### config.mk
export PLATFORM = sky130hd
export DESIGN_NAME = seven_seg_display_arbiter
export DESIGN_NICKNAME = d
export VERILOG_FILES = /design/src/rtl/seven_seg_pkg.sv /design/src/rtl/seven_seg_display_arbiter_rr_pick.sv /design/src/rtl/seven_seg_display_arbiter.sv
export SDC_FILE = /design/constraint.sdc
export NUM_CORES = 1
export LEC_CHECK = 0
export BUFFER_PORTS_ARGS = -buffer_cell sky130_fd_sc_hd__clkbuf_2
export CORE_ASPECT_RATIO = 0.6
export CORE_MARGIN = 2
export CORE_UTILIZATION = 40
export CTS_BUF_LIST = sky130_fd_sc_hd__clkbuf_8
export DETAILED_ROUTE_END_ITERATION = 16
export PLACE_DENSITY = 0.65
export RECOVER_POWER = 100
export SYNTH_ARGS = -nofsm -noshare
export SYNTH_HDL_FRONTEND = slang
export SYNTH_SLANG_ARGS = --single-unit
export TNS_END_PERCENT = 1
### constraint.sdc
create_clock -name clk_in -period 3 [get_ports clk_in]
set_clock_uncertainty 0.1 [all_clocks]
set_input_delay 0.75 -clock clk_in [delete_from_list [all_inputs] [get_ports clk_in]]
set_output_delay 0.75 -clock clk_in [all_outputs]
set_load 0.005 [all_outputs]
### src/rtl/seven_seg_pkg.sv
// rtl/seven_seg_pkg.sv - shared seven-segment display types, constants and leading-blank mask
package seven_seg_pkg;

    typedef enum logic [1:0] {IDLE, HOLD, HANDOFF} disp_arb_state_t;

    localparam int NUM_DIGITS = 8;
    localparam int DIGIT_W    = 4;

    // Digit k (k>=1) is blank when it and every more significant digit are zero.
    function automatic logic [NUM_DIGITS-1:0] lead_blank_mask(
        input logic [NUM_DIGITS*DIGIT_W-1:0] v
    );
        logic                  zero_run;
        logic [NUM_DIGITS-1:0] mask;
        zero_run = 1'b1;
        mask     = '0;
        for (int k = NUM_DIGITS - 1; k >= 1; k--) begin
            zero_run = zero_run && (v[k*DIGIT_W +: DIGIT_W] == '0);
            mask[k]  = zero_run;
        end
        return mask;
    endfunction

endpackage

### src/rtl/seven_seg_display_arbiter_rr_pick.sv
// rtl/seven_seg_display_arbiter_rr_pick.sv - combinational round-robin picker
module rr_pick #(
    parameter int N = 4,
    localparam int IDX_W = $clog2(N)
) (
    input  logic [N-1:0]     req,
    input  logic [IDX_W-1:0] ptr,
    output logic             any,
    output logic [IDX_W-1:0] idx,
    output logic [N-1:0]     onehot
);

    int               j;
    logic [IDX_W-1:0] cand;

    // Scan from ptr upward with wrap; the first requester found wins.
    always_comb begin
        any    = 1'b0;
        idx    = '0;
        onehot = '0;
        j      = 0;
        cand   = '0;
        for (int off = 0; off < N; off++) begin
            j = int'(ptr) + off;
            if (j >= N) begin
                j = j - N;
            end
            cand = IDX_W'(j);
            if (!any && req[cand]) begin
                any          = 1'b1;
                idx          = cand;
                onehot[cand] = 1'b1;
            end
        end
    end

endmodule

### src/rtl/seven_seg_display_arbiter.sv
// rtl/seven_seg_display_arbiter.sv - round-robin owner arbitration of the shared 8-digit display
module seven_seg_display_arbiter
    import seven_seg_pkg::*;
#(
    parameter int NUM_REQ         = 4,
    parameter int DWELL_CYCLES    = 100_000_000,
    parameter int MAX_LOCK_DWELLS = 4,
    parameter int LEAD_BLANK      = 1,
    localparam int IDX_W          = $clog2(NUM_REQ)
) (
    input  logic                  clk_in,
    input  logic                  rst_n_in,
    input  logic [NUM_REQ-1:0]    req_in,
    input  logic [NUM_REQ-1:0]    lock_in,
    input  logic [NUM_REQ*32-1:0] val_in,
    output logic [31:0]           val_out,
    output logic [NUM_DIGITS-1:0] blank_out,
    output logic [NUM_REQ-1:0]    grant_out,
    output logic [IDX_W-1:0]      owner_out,
    output logic                  switch_out
);

    localparam logic [31:0]           DWELL_LAST = 32'(DWELL_CYCLES - 1);
    localparam logic [31:0]           LOCK_LIMIT = 32'(MAX_LOCK_DWELLS - 1);
    localparam logic [NUM_DIGITS-1:0] ALL_BLANK  = '1;

    disp_arb_state_t       state_q;
    logic [31:0]           val_q;
    logic [NUM_DIGITS-1:0] blank_q;
    logic [NUM_REQ-1:0]    grant_q;
    logic [IDX_W-1:0]      owner_q;
    logic                  switch_q;
    logic [IDX_W-1:0]      ptr_q;
    logic [31:0]           dwell_q;
    logic [31:0]           lock_q;

    logic [IDX_W-1:0]      next_ptr;
    logic [IDX_W-1:0]      pick_ptr;
    logic                  pick_any;
    logic [IDX_W-1:0]      pick_idx;
    logic [NUM_REQ-1:0]    pick_onehot;
    logic [31:0]           owner_val;
    logic [NUM_DIGITS-1:0] hold_blank;
    logic                  expiry;
    logic                  others_req;

    assign next_ptr   = (owner_q == IDX_W'(NUM_REQ - 1)) ? '0 : owner_q + 1'b1;
    // In HANDOFF the old owner drops to lowest priority in the very cycle it releases.
    assign pick_ptr   = (state_q == HANDOFF) ? next_ptr : ptr_q;
    assign owner_val  = val_in[{owner_q, 5'b0} +: 32];
    assign hold_blank = (LEAD_BLANK != 0) ? lead_blank_mask(owner_val) : '0;
    assign expiry     = (dwell_q == DWELL_LAST);
    assign others_req = |(req_in & ~grant_q);

    rr_pick #(.N(NUM_REQ)) u_pick (
        .req    (req_in),
        .ptr    (pick_ptr),
        .any    (pick_any),
        .idx    (pick_idx),
        .onehot (pick_onehot)
    );

    always_ff @(posedge clk_in or negedge rst_n_in) begin
        if (!rst_n_in) begin
            state_q  <= IDLE;
            val_q    <= '0;
            blank_q  <= ALL_BLANK;
            grant_q  <= '0;
            owner_q  <= '0;
            switch_q <= 1'b0;
            ptr_q    <= '0;
            dwell_q  <= '0;
            lock_q   <= '0;
        end else begin
            switch_q <= 1'b0;
            unique case (state_q)
                IDLE: begin
                    blank_q <= ALL_BLANK;
                    grant_q <= '0;
                    if (pick_any) begin
                        state_q  <= HOLD;
                        grant_q  <= pick_onehot;
                        owner_q  <= pick_idx;
                        switch_q <= 1'b1;
                        dwell_q  <= '0;
                        lock_q   <= '0;
                    end
                end
                HOLD: begin
                    val_q   <= owner_val;
                    blank_q <= hold_blank;
                    dwell_q <= expiry ? '0 : dwell_q + 32'd1;
                    // A dropped request wins over a simultaneous expiry.
                    if (!req_in[owner_q]) begin
                        state_q <= HANDOFF;
                        grant_q <= '0;
                        blank_q <= ALL_BLANK;
                    end else if (expiry) begin
                        if (!others_req) begin
                            lock_q <= '0;
                        end else if (lock_in[owner_q] && (lock_q < LOCK_LIMIT)) begin
                            lock_q <= lock_q + 32'd1;
                        end else begin
                            state_q <= HANDOFF;
                            grant_q <= '0;
                            blank_q <= ALL_BLANK;
                        end
                    end
                end
                HANDOFF: begin
                    ptr_q <= next_ptr;
                    if (pick_any) begin
                        state_q  <= HOLD;
                        grant_q  <= pick_onehot;
                        owner_q  <= pick_idx;
                        switch_q <= 1'b1;
                        dwell_q  <= '0;
                        lock_q   <= '0;
                    end else begin
                        state_q <= IDLE;
                    end
                end
                default: state_q <= IDLE;
            endcase
        end
    end

    assign val_out    = val_q;
    assign blank_out  = blank_q;
    assign grant_out  = grant_q;
    assign owner_out  = owner_q;
    assign switch_out = switch_q;

endmodule

Word-level counts from Yosys, hierarchy flattened
Index checks and enable logic that the tools add are counted.
- register bits after elaboration: 115
- logic and storage cells: 154
- input port bits: 138
- output and inout port bits: 47
- bitwise gates (word level): 5
- reduce and logical (&&, ||, !) cells: 35
- muxes and demuxes: 67
- add/sub/neg operators: 10
- magnitude comparators: 14
- equal/unequal tests: 13
- shifts and indexed selects: 1
- operators with widths (kind ; count):
    $mux W32 ; 6
    $pmux W32 S2 ; 2
    $shiftx A128 B8 Y32 ; 1
    $add A32 B1 Y32 const B ; 2
    $mux W4 ; 10
    $eq A32 B27 Y1 const B ; 1
    $lt A32 B2 Y1 const B ; 1
    $mux W8 ; 4
    $mux W2 ; 15
    $logic_not A4 Y1 ; 7
    $mux W1 ; 17
    $pmux W8 S2 ; 1
    $lt A2 B3 Y1 const B ; 5
    $logic_and A1 B1 Y1 ; 14
    $bmux W1 S2 ; 6
    $ne A3 B3 Y1 const B ; 4
    $or A4 B4 Y4 ; 3
    $pmux W4 S3 ; 1
    $reduce_and A5 Y1 ; 2
    $ge A3 B3 Y1 const B ; 3
    $demux W1 S2 ; 4
    $ge A2 B1 Y1 const B ; 4
    $ne A2 B2 Y1 const B ; 4
    $sub A2 B1 Y2 const B ; 4
    other kinds (18) ; 24

Depth between registers and ports, before layout
Gate-level depths: netlist of the first run.
- depth after elaboration: 19
- gate-level depth with buffers: 14
- gate-level depth less buffers: 11

Hierarchy
From an unflattened synthesis of the first run, not the netlist that was laid out.
- cells, all modules: 645
- area total of the unflattened synthesis: 6982.9 µm²
- by module, submodules not included (module ; times used ; area each (µm²) ; seq. area each (µm²) ; cells each):
    seven_seg_display_arbiter ; 1 ; 6561.3 ; 2887.8 ; 600
    rr_pick ; 1 ; 421.7 ; 0.0 ; 45

Worst setup path before layout of the first run
OpenSTA, ideal clock, no wires.
- path kind: reg2reg
- start: register state_q[0]
- end: register owner_q[0], in the netlist owner_out[0]
- required time: 2.790 ns
- period minus slack after synthesis: 3.246 ns
- arrival: 3.036 ns
- path buffers: 3
- library setup time: 0.110 ns
- path slack: -0.246 ns
- stages on the path, launching flop included: 15
- cells stage by stage: dfrtp_1 inv_1 ha_1 buf_2 or3b_1 buf_2 nand2_1 ha_1 nand2b_1 a211oi_1 or2_0 buf_2 a21boi_1 a211oi_1 o41ai_1
- cells in the longest elaborated chain, start to end: 17
- elaborated cells on any way between the ends: 42
- classes of those cells: 7 x add/sub; 4 x order compare; 1 x eq/ne; 21 x mux; 9 x reduce/logical
- RTL lines (what ; line ; text):
    start: declaration ; seven_seg_display_arbiter.sv:27 ; disp_arb_state_t state_q;
    start signal: assignment ; seven_seg_display_arbiter.sv:65 ; state_q <= IDLE;
    start signal: assignment ; seven_seg_display_arbiter.sv:81 ; state_q <= HOLD;
    start signal: assignment ; seven_seg_display_arbiter.sv:95 ; state_q <= HANDOFF;
    $eq A2 B2 Y1 (*) ; seven_seg_display_arbiter.sv:49 ; assign pick_ptr = (state_q == HANDOFF) ? next_ptr : ptr_q;
    $mux W2 (*) ; -- ;
    via pick_ptr[0] ; seven_seg_display_arbiter.sv:38 ; logic [IDX_W-1:0] pick_ptr;
    branches (longest 15 deep; another with $add A2 B1 Y3) ; -- ;
    end signal: assignment ; seven_seg_display_arbiter.sv:83 ; owner_q <= pick_idx;
    end signal: assignment ; seven_seg_display_arbiter.sv:115 ; owner_q <= pick_idx;
    end: declaration ; seven_seg_display_arbiter.sv:31 ; logic [IDX_W-1:0] owner_q;
Mark *: on every way through the listed nets, which the timed path passes. The select of a mux whose other input is x is not followed.
A chain may end at the register's enable or synchronous reset.

Worst setup path in the final report of the first run
Ends and elaborated chain as after synthesis.

==> impl_metrics.json, run 1 <==
{
  "min_period_ps": 2841,
  "post-route-period-util_pct": 94.71,
  "drive_gt1_share_pct": 37.09,
  "grt_pass1_wl_mm": 35.60,
  "clk_path_buf_depth": 2,
  "crit_type": "register to register",
  "syn-num-nets": 895,
  "cts_tree": "done",
  "vias": 6960,
  "dp_cells": 1156,
  "h-tree-depth": 4,
  "drt_iter0_markers": 640,
  "crit_start": "state_q[0]$_DFFE_PN0P_",
  "cts-buffers-inserted": 17,
  "syn_area_per_cell_sq_um": 9.954,
  "synth_cell_types": 73,
  "core-area_sq_mm": 0.01807,
  "areaGrowthSynthToFinish_pct": 23.92,
  "via_per_inst": 5.849,
  "synthFlopType": "dfrtp_1",
  "dieWidth_um": 179.3,
  "synth-edff-count": 0,
  "fp.dieH_um": 109.2,
  "fmax_mhz": 351.9,
  "final_cells": 1190,
  "gp_congestion": 0.9293,
  "rows": 38,
  "grt_use_total_pct": 23.67,
  "cellPowerDensity_mw_per_mm2": 904.4,
  "clkTransAtPathRegs_ps": 80,
  "r2r_start": "state_q[0]$_DFFE_PN0P_",
  "clk_latency_ps": 460,
  "io_buffers": 184,
  "synthesis.area_sq_mm": 0.007376,
  "remaining_drc_errors": 0,
  "fill_cells": 1683,
  "cts_sinks": 115,
  "grt_max_degree": 47,
  "die_area_sq_mm": 0.01958,
  "synthCells": 741,
  "wirelength_mm": 22.44,
  "grt-ovfl-total": 0,
  "async_reset_ff_share_pct": 100.0,
  "startpoint_type": "register",
  "dp_hpwl_mm": 16.96,
  "setup_violations": 0,
  "min_from": "dwell_q[21]$_DFFE_PN0P_",
  "crit_required_ps": 3240,
  "final_antenna_net_count": 0,
  "postPlaceCellArea_sq_mm": 0.008722,
  "antenna_found_initial": 0,
  "hold_path.class": "register to register",
  "fin_area_sq_mm": 0.009140,
  "hold_violations": 0,
  "wl_per_cell_um": 18.86,
  "start_util_pct": 40.82,
  "critPathMaxFanout": 8,
  "slew_headroom_pct": 20.70,
  "critPathCaptureType": "register",
  "worst_pin_slew_ps": 1189,
  "cap_violations": 0,
  "tns_ps": 0,
  "outcome": "complete, no violations",
  "grt_pass1_vias": 6562,
  "yosys_register_bits": 115,
  "cp_data_arrival_time_ps": 3080,
  "ir_worst_vdd_mv": 0.4992,
  "top_level_ports": 185,
  "yosysSeqAreaShare_pct": 39.15,
  "leakage_nw": 4.011,
  "fin_nets": 1090,
  "cts_root_buf": "clkbuf_8",
  "rsz0062_at_grt": "true",
  "dr.pass1.iters": 6,
  "drv_slew": 0,
  "reg2reg_slack_ps": 160,
  "yosys_warnings": 0,
  "final_core_util_pct": 50.59
}
## cell type report
cell class              count  area (sq um)  share of cell area, %
flip-flops and latches    115          2890                  31.62
well taps                 240         300.3                  3.285
diodes                      1         2.502                0.02738
repair buffers            221          1214                  13.28
inverters                  40         150.1                  1.643
clock inverters            14         175.2                  1.916
clock buffers              18         247.7                  2.710
multi-input cells         541          4160                  45.52
## logic make-up after synthesis
logic type	Yosys count	synth area share [%]
muxes	69	15.69
and+or+nand+nor	278	21.10
adders and majority gates	16	2.714
buffers and inverters	85	5.004
AOI/OAI and AO/OA	178	16.34
DFF	115	39.15
## metrics by stage
step                      worst slack (ps)  hold WS, ps  power (mW)
after detailed placement             78.46        389.7       6.624
after floorplan                      13.74        354.4       5.135
after global placement               225.8        384.4       6.588
final                                158.6        406.5       8.266
after CTS                            81.35        206.8       8.217
after global routing                -11.63        418.6       8.803
## repair_timing
item,in CTS,in global routing
gates resized for setup,0,7
hold buffers,0,0
setup endpoints to repair,0,9
setup buffers,0,1
## layer usage
layer / vias to the layer above / part of all wire (%) / GRT usage [%]
li1: 3243 / - / -
met2: 286 / 42 / 32.40
met3: 29 / 7.2 / 6.381
met4: 0 / 1.9 / 8.007
met1: 3402 / 49 / 35.70
met5: - / 0 / 0
## Yosys cell counts, drive strengths merged (13+ instances only)
cell	number	area share (%)
mux2	33	5.0
inv	39	2.0
a31oi	26	2.2
and3	28	2.4
clkbuf	18	0.92
nand3	32	2.2
or3	14	1.2
buf	27	2.1
nor2	31	1.6
a21oi	28	1.9
nor3	27	1.9
nand2	58	3.0
ha	16	2.7
nor4	26	2.6
o21ai	50	3.4
o221ai	13	1.5
mux4	34	10
dfrtp	107	36
nand4	20	1.8
## critical path, stage by stage, from the launching register on
cell      delay, ps
dfrtp_2         440
inv_1           110
ha_2            220
or3b_4          400
nand2_4          80
ha_4            220
nand2b_1        160
a211oi_2        220
or2_1           160
buf_4           110
a21boi_1        140
a211oi_1         60
o41ai_1         310
## layout by cell type, fill, tap and decap left out, types with 6 or more instances in the layout
cell type | netlist | final
a21oi_1 | 28 | 28
a31oi_1 | 26 | 26
and2_1 | 6 | 6
and3_1 | 28 | 28
and4_1 | 7 | 7
buf_4 | 2 | 32
clkbuf_2 | 0 | 185
clkbuf_8 | 0 | 18
dfrtp_1 | 107 | 105
dfstp_2 | 8 | 8
ha_1 | 16 | 13
inv_1 | 39 | 39
mux2_2 | 33 | 32
mux4_2 | 34 | 34
nand2_1 | 58 | 57
nand2b_1 | 7 | 7
nand3_1 | 31 | 31
nand4_1 | 19 | 19
nor2_1 | 31 | 31
nor3_1 | 26 | 25
nor4_1 | 24 | 24
o211ai_1 | 6 | 6
o21ai_0 | 49 | 48
o221ai_1 | 13 | 13
o31ai_1 | 6 | 6
or3_1 | 14 | 14
## flip-flops by register name (all words and copies together) (netlist names)
name and count:
blank_out 8, dwell_q 32, grant_out 4, lock_q 32
owner_out 2, ptr_q 2, state_q 2, switch_out 1
val_out 32
## report_power, final
group | total (mW) | leakage [nW] | switching (mW) | internal (mW)
Combinational | 4.49 | 2.32 | 2.46 | 2.03
Sequential | 2.20 | 1.48 | 0.243 | 1.96
Clock | 1.58 | 0.206 | 0.726 | 0.852
## final timing paths
check / endpoint / cells after the start
worst max-delay path: owner_out[0]$_DFFE_PN0P_ / 12
worst min-delay path: dwell_q[21]$_DFFE_PN0P_ / 1
worst max register to register: owner_out[0]$_DFFE_PN0P_ / 12
worst min register to register: dwell_q[21]$_DFFE_PN0P_ / 1
max in group asynchronous: lock_q[24]$_DFFE_PN0P_ / 2
min in group asynchronous: grant_out[2]$_DFFE_PN0P_ / 1
Power figures use the tool's default switching activity.
==> inputs of run 2 (changes only) <==
- RECOVER_POWER: 100 -> 25
- SLEW_MARGIN: unset -> 20
==> impl_metrics.json, run 2 (synthesized netlist as in run 1, its figures left out) <==
{
  "grt_pass1_vias": 6562,
  "crit_required_ps": 3240,
  "layout_common_cells": "clkbuf_2 (185), dfrtp_1 (105), nand2_1 (57)",
  "rows": 38,
  "gp_congestion": 0.9293,
  "min_period_ps": 2842,
  "cts-buffers-inserted": 17,
  "cts_tree": "done",
  "via_per_inst": 5.899,
  "io_buffers": 184,
  "core-area_sq_mm": 0.01807,
  "fmax_mhz": 351.8,
  "use_met1_pct": 35.70,
  "top_level_ports": 185,
  "cap_violations": 0,
  "fp.dieH_um": 109.2,
  "cellPowerDensity_mw_per_mm2": 904.5,
  "die_area_sq_mm": 0.01958,
  "wirelength_mm": 22.47,
  "regArea_sq_mm": 0.002890,
  "endpoint": "owner_out[0]$_DFFE_PN0P_",
  "cts_sinks": 115,
  "clk_path_buf_depth": 2,
  "fin_nets": 1090,
  "critPathMaxFanout": 8,
  "clk_latency_ps": 460,
  "setup_violations": 0,
  "worstRegToRegCells": 12,
  "hold_path.class": "register to register",
  "start_util_pct": 40.82,
  "clkTransAtPathRegs_ps": 80,
  "drt_iter0_markers": 712,
  "grt_max_degree": 47,
  "post-route-period-util_pct": 94.74,
  "cp_data_arrival_time_ps": 3080,
  "holdWs_ps": 406.9,
  "wl_per_cell_um": 18.88,
  "fill_cells": 1680,
  "multi_input_area_sq_mm": 0.004160,
  "leakage_nw": 4.018,
  "grt-ovfl-total": 0,
  "startpoint_type": "register",
  "outcome": "complete, no violations",
  "grtUsageMet3_pct": 6.381,
  "worst_pin_slew_ps": 1193,
  "grt_use_met2_pct": 32.40,
  "ctsHoldBuffers": 0,
  "dp_hpwl_mm": 16.96,
  "rsz0062_at_grt": "true",
  "h-tree-depth": 4,
  "crit_start": "state_q[0]$_DFFE_PN0P_",
  "antenna_found_initial": 0,
  "ir_worst_vdd_mv": 0.4980,
  "final_common_cell": "clkbuf_2",
  "vias": 7020,
  "cts_root_buf": "clkbuf_8",
  "crit_type": "register to register",
  "remaining_drc_errors": 0,
  "total_power_mw": 8.274,
  "worstReg2RegEnd": "owner_out[0]$_DFFE_PN0P_",
  "r2r_start": "state_q[0]$_DFFE_PN0P_",
  "drv_slew": 0,
  "critPathCaptureType": "register",
  "final_antenna_net_count": 0,
  "top_usage_layer": "met1",
  "hold_violations": 0,
  "grt_pass1_wl_mm": 35.60,
  "drive_gt1_share_pct": 37.30,
  "dieWidth_um": 179.3,
  "slew_headroom_pct": 20.48,
  "areaGrowthSynthToFinish_pct": 24.02,
  "reg2reg_slack_ps": 160,
  "dr.pass1.iters": 5,
  "grt_use_total_pct": 23.67
}
## run 2: final cells by class
class                   count  area share (%)
diodes                      1         0.02736
clock buffers              18           2.708
clock inverters            14           1.915
inverters                  40           1.641
multi-input cells         541           45.48
flip-flops and latches    115           31.60
well taps                 240           3.283
repair buffers            221           13.35
## run 2: where the power goes
part	switching [mW]	internal, mW
clock network	0.725	0.852
logic	2.47	2.03
registers	0.243	1.96
## run 2: critical path, stage by stage, from the launching register on
cell and delay [ps]:
dfrtp_2 440, inv_1 110, ha_2 220, or3b_4 400, nand2_4 80, ha_4 220, nand2b_1 160, a211oi_2 220
or2_1 160, buf_4 110, a21boi_1 150, a211oi_1 60, o41ai_1 300
## run 2: stage by stage
stage	TNS, ps	area, sq um	setup slack, ps	util [%]	instances
global placement	0	8722	225.8	48.28	1156
global route	-20.17	9145	-11.63	50.62	1189
detailed placement	0	8722	78.46	48.28	1156
floorplan	0	7403	13.74	-	741
finish	0	9148	157.8	50.63	1190
CTS	0	9145	81.35	50.62	1188
## run 2: repair_timing
item | in CTS | in global routing
setup buffers | 0 | 1
resized for setup | 0 | 7
endpoints found under the setup margin | 0 | 9
endpoints found under the hold margin | 0 | 0
## run 2: how the worst min path moves through the flow
stage                                  start                  endpoint  slack (ps)  cells after the start
floorplan                           rst_n_in    dwell_q[0]$_DFFE_PN0P_         350                      0
global placement    blank_out[0]$_DFFE_PN1P_  blank_out[0]$_DFFE_PN1P_         380                      2
detailed placement   dwell_q[21]$_DFFE_PN0P_   dwell_q[21]$_DFFE_PN0P_         390                      1
CTS                                 rst_n_in  grant_out[2]$_DFFE_PN0P_         210                      1
global route        blank_out[0]$_DFFE_PN1P_  blank_out[0]$_DFFE_PN1P_         420                      2
finish               dwell_q[21]$_DFFE_PN0P_   dwell_q[21]$_DFFE_PN0P_         410                      1
## run 2: metal layers
metal  part of all wire, %  wire, um
met1                    48     10890
met2                    43      9570
met3                   6.9      1554
met4                   2.0       456
met5                     0         0
==> inputs of run 3 (changes only) <==
- ABC_CLOCK_PERIOD_IN_PS: unset -> 3000
- CELL_PAD_IN_SITES_DETAIL_PLACEMENT: unset -> 0
- CELL_PAD_IN_SITES_GLOBAL_PLACEMENT: unset -> 1
- CORE_UTILIZATION: 40 -> 38
- PLACE_DENSITY: 0.65 -> unset
- PLACE_DENSITY_LB_ADDON: unset -> 0.1
==> impl_metrics.json, run 3 (synthesized netlist as in run 1, its figures left out) <==
{
  "outcome": "complete, no violations",
  "fp.dieH_um": 111.9,
  "critPathCaptureType": "register",
  "io_buffers": 184,
  "worst_path_largest_cell_delay_ps": 420,
  "reg2reg_slack_ps": 170,
  "h-tree-depth": 4,
  "layout_common_cells": "clkbuf_2 (183), dfrtp_1 (106), nand2_1 (57)",
  "grt_max_degree": 69,
  "grt-ovfl-total": 0,
  "gp_congestion": 0.9170,
  "clk_path_buf_depth": 2,
  "swShare_pct": 39.69,
  "power_frac_comb_pct": 53.1,
  "top_level_ports": 185,
  "grt_pass1_wl_mm": 36.37,
  "antenna_found_initial": 0,
  "worst_pin_slew_ps": 1019,
  "postPlaceCellArea_sq_mm": 0.008732,
  "startpoint_type": "register",
  "clk_latency_ps": 450,
  "critPathMaxFanout": 8,
  "start_util_pct": 38.76,
  "cts_sinks": 115,
  "seq_power_share_pct": 25.8,
  "leakage_nw": 4.055,
  "cellPowerDensity_mw_per_mm2": 916.3,
  "path_buf_inv": 2,
  "final_common_cell": "clkbuf_2",
  "grt_use_total_pct": 22.66,
  "ir_worst_vdd_mv": 0.4984,
  "wirelength_mm": 22.63,
  "crit_type": "register to register",
  "holdWs_ps": 403.7,
  "die_area_sq_mm": 0.02058,
  "cap_violations": 0,
  "cp_data_arrival_time_ps": 3050,
  "diodes": 0,
  "vias": 6882,
  "slew_headroom_pct": 32.07,
  "dieWidth_um": 183.9,
  "wl_per_cell_um": 18.92,
  "drive_gt1_share_pct": 36.74,
  "post-route-period-util_pct": 94.35,
  "via_per_inst": 5.754,
  "min_period_ps": 2830,
  "fmax_mhz": 353.3,
  "hold_path.class": "register to register",
  "grt_pass1_vias": 6748,
  "cts-buffers-inserted": 17,
  "post_cts_buffers": 0,
  "hold_violations": 0,
  "dp_hpwl_mm": 17.02,
  "slowest_stage": "or3b_1",
  "core-area_sq_mm": 0.01903,
  "clkTransAtPathRegs_ps": 70,
  "crit_family": "simple AND/OR/NAND/NOR gates",
  "fin_nets": 1092,
  "rows": 39,
  "cts_root_buf": "clkbuf_8",
  "dr.pass1.iters": 5,
  "drv_slew": 0,
  "p_sw_mw": 3.348,
  "crit_required_ps": 3220,
  "p_int_mw": 5.087,
  "rsz0062_at_grt": "true",
  "areaGrowthSynthToFinish_pct": 24.80,
  "cts_tree": "done",
  "final_antenna_net_count": 0,
  "setup_violations": 0,
  "fin_area_sq_mm": 0.009205,
  "remaining_drc_errors": 0,
  "p_clk_share_pct": 21.0,
  "drt_iter0_markers": 598,
  "path_cells": "inv_1, ha_1, or3b_1, nand2_4, ha_4, nand2b_1, a211oi_2, or2_0, buf_4, nor3_1, nor4_1, o2bb2ai_1"
}
-- run 3: cell count changes in the layout (fill, tap and decap cells not counted), moves of 2 or more --
cell        before  now
inv_6            4    0
bufinv_16        3    6
clkinvlp_4       3    0
buf_4           34   36
clkbuf_2       185  183
inv_1           39   41
-- run 3: power by group through the flow --
stage,logic (mW),clock network [mW],registers (mW)
floorplan,2.94,0,2.19
global placement,4.43,0,2.19
detailed placement,4.49,0,2.19
CTS,4.50,1.82,2.18
global route,4.90,1.89,2.22
finish,4.48,1.77,2.18
-- run 3: path summary, 6_finish.rpt --
path / start / end / cells after the start
worst max-delay path: state_q[0]$_DFFE_PN0P_ / grant_out[0]$_DFFE_PN0P_ / 12
worst min-delay path: dwell_q[21]$_DFFE_PN0P_ / dwell_q[21]$_DFFE_PN0P_ / 1
worst max register to register: state_q[0]$_DFFE_PN0P_ / grant_out[0]$_DFFE_PN0P_ / 12
worst min register to register: dwell_q[21]$_DFFE_PN0P_ / dwell_q[21]$_DFFE_PN0P_ / 1
max in group asynchronous: rst_n_in / owner_out[0]$_DFFE_PN0P_ / 3
min in group asynchronous: rst_n_in / val_out[0]$_DFFE_PN0P_ / 2
-- run 3: metrics by stage --
stage	power [mW]	util (%)	setup TNS (ps)	instances	setup slack (ps)
floorplan	5.135	-	0	741	13.74
CTS	8.494	48.42	0	1196	136.2
detailed placement	6.685	45.88	0	1164	180.1
global placement	6.620	45.88	0	1164	229.3
global route	9.019	48.37	-4.432	1196	-4.432
finish	8.434	48.37	0	1196	169.5
-- run 3: layer usage --
metal / vias up / global-route usage, % / share of wire, % / wire [um]
met4: 0 / 6.187 / 1.6 / 352
met5: - / 0 / 0 / 0
li1: 3246 / - / - / -
met1: 3354 / 33.69 / 49 / 11000
met3: 26 / 5.070 / 5.8 / 1322
met2: 256 / 33.16 / 44 / 9952
-- run 3: worst reg2reg max path, delay by kind of cell, from the launching register on --
family | cells | cell delay, ps
AOI/OAI and AO/OA | 2 | 380
adders and majority gates | 2 | 420
buffers and inverters | 2 | 250
and+or+nand+nor | 6 | 1180
DFF | 1 | 390
-- run 3: what timing repair did --
item,CTS,global route
hold buffers,1,0
setup endpoints to repair,0,7
endpoints found under the hold margin,2,0
resized for setup,0,2
-- run 3: layout make-up --
type	instances	area, sq um
clock buffer	19	261.5
clock inverter	12	211.5
fill	1795	9826
inverter	40	150.1
multi-input combinational	541	4158
sequential	115	2889
tap	246	307.8
timing repair buffer	223	1227
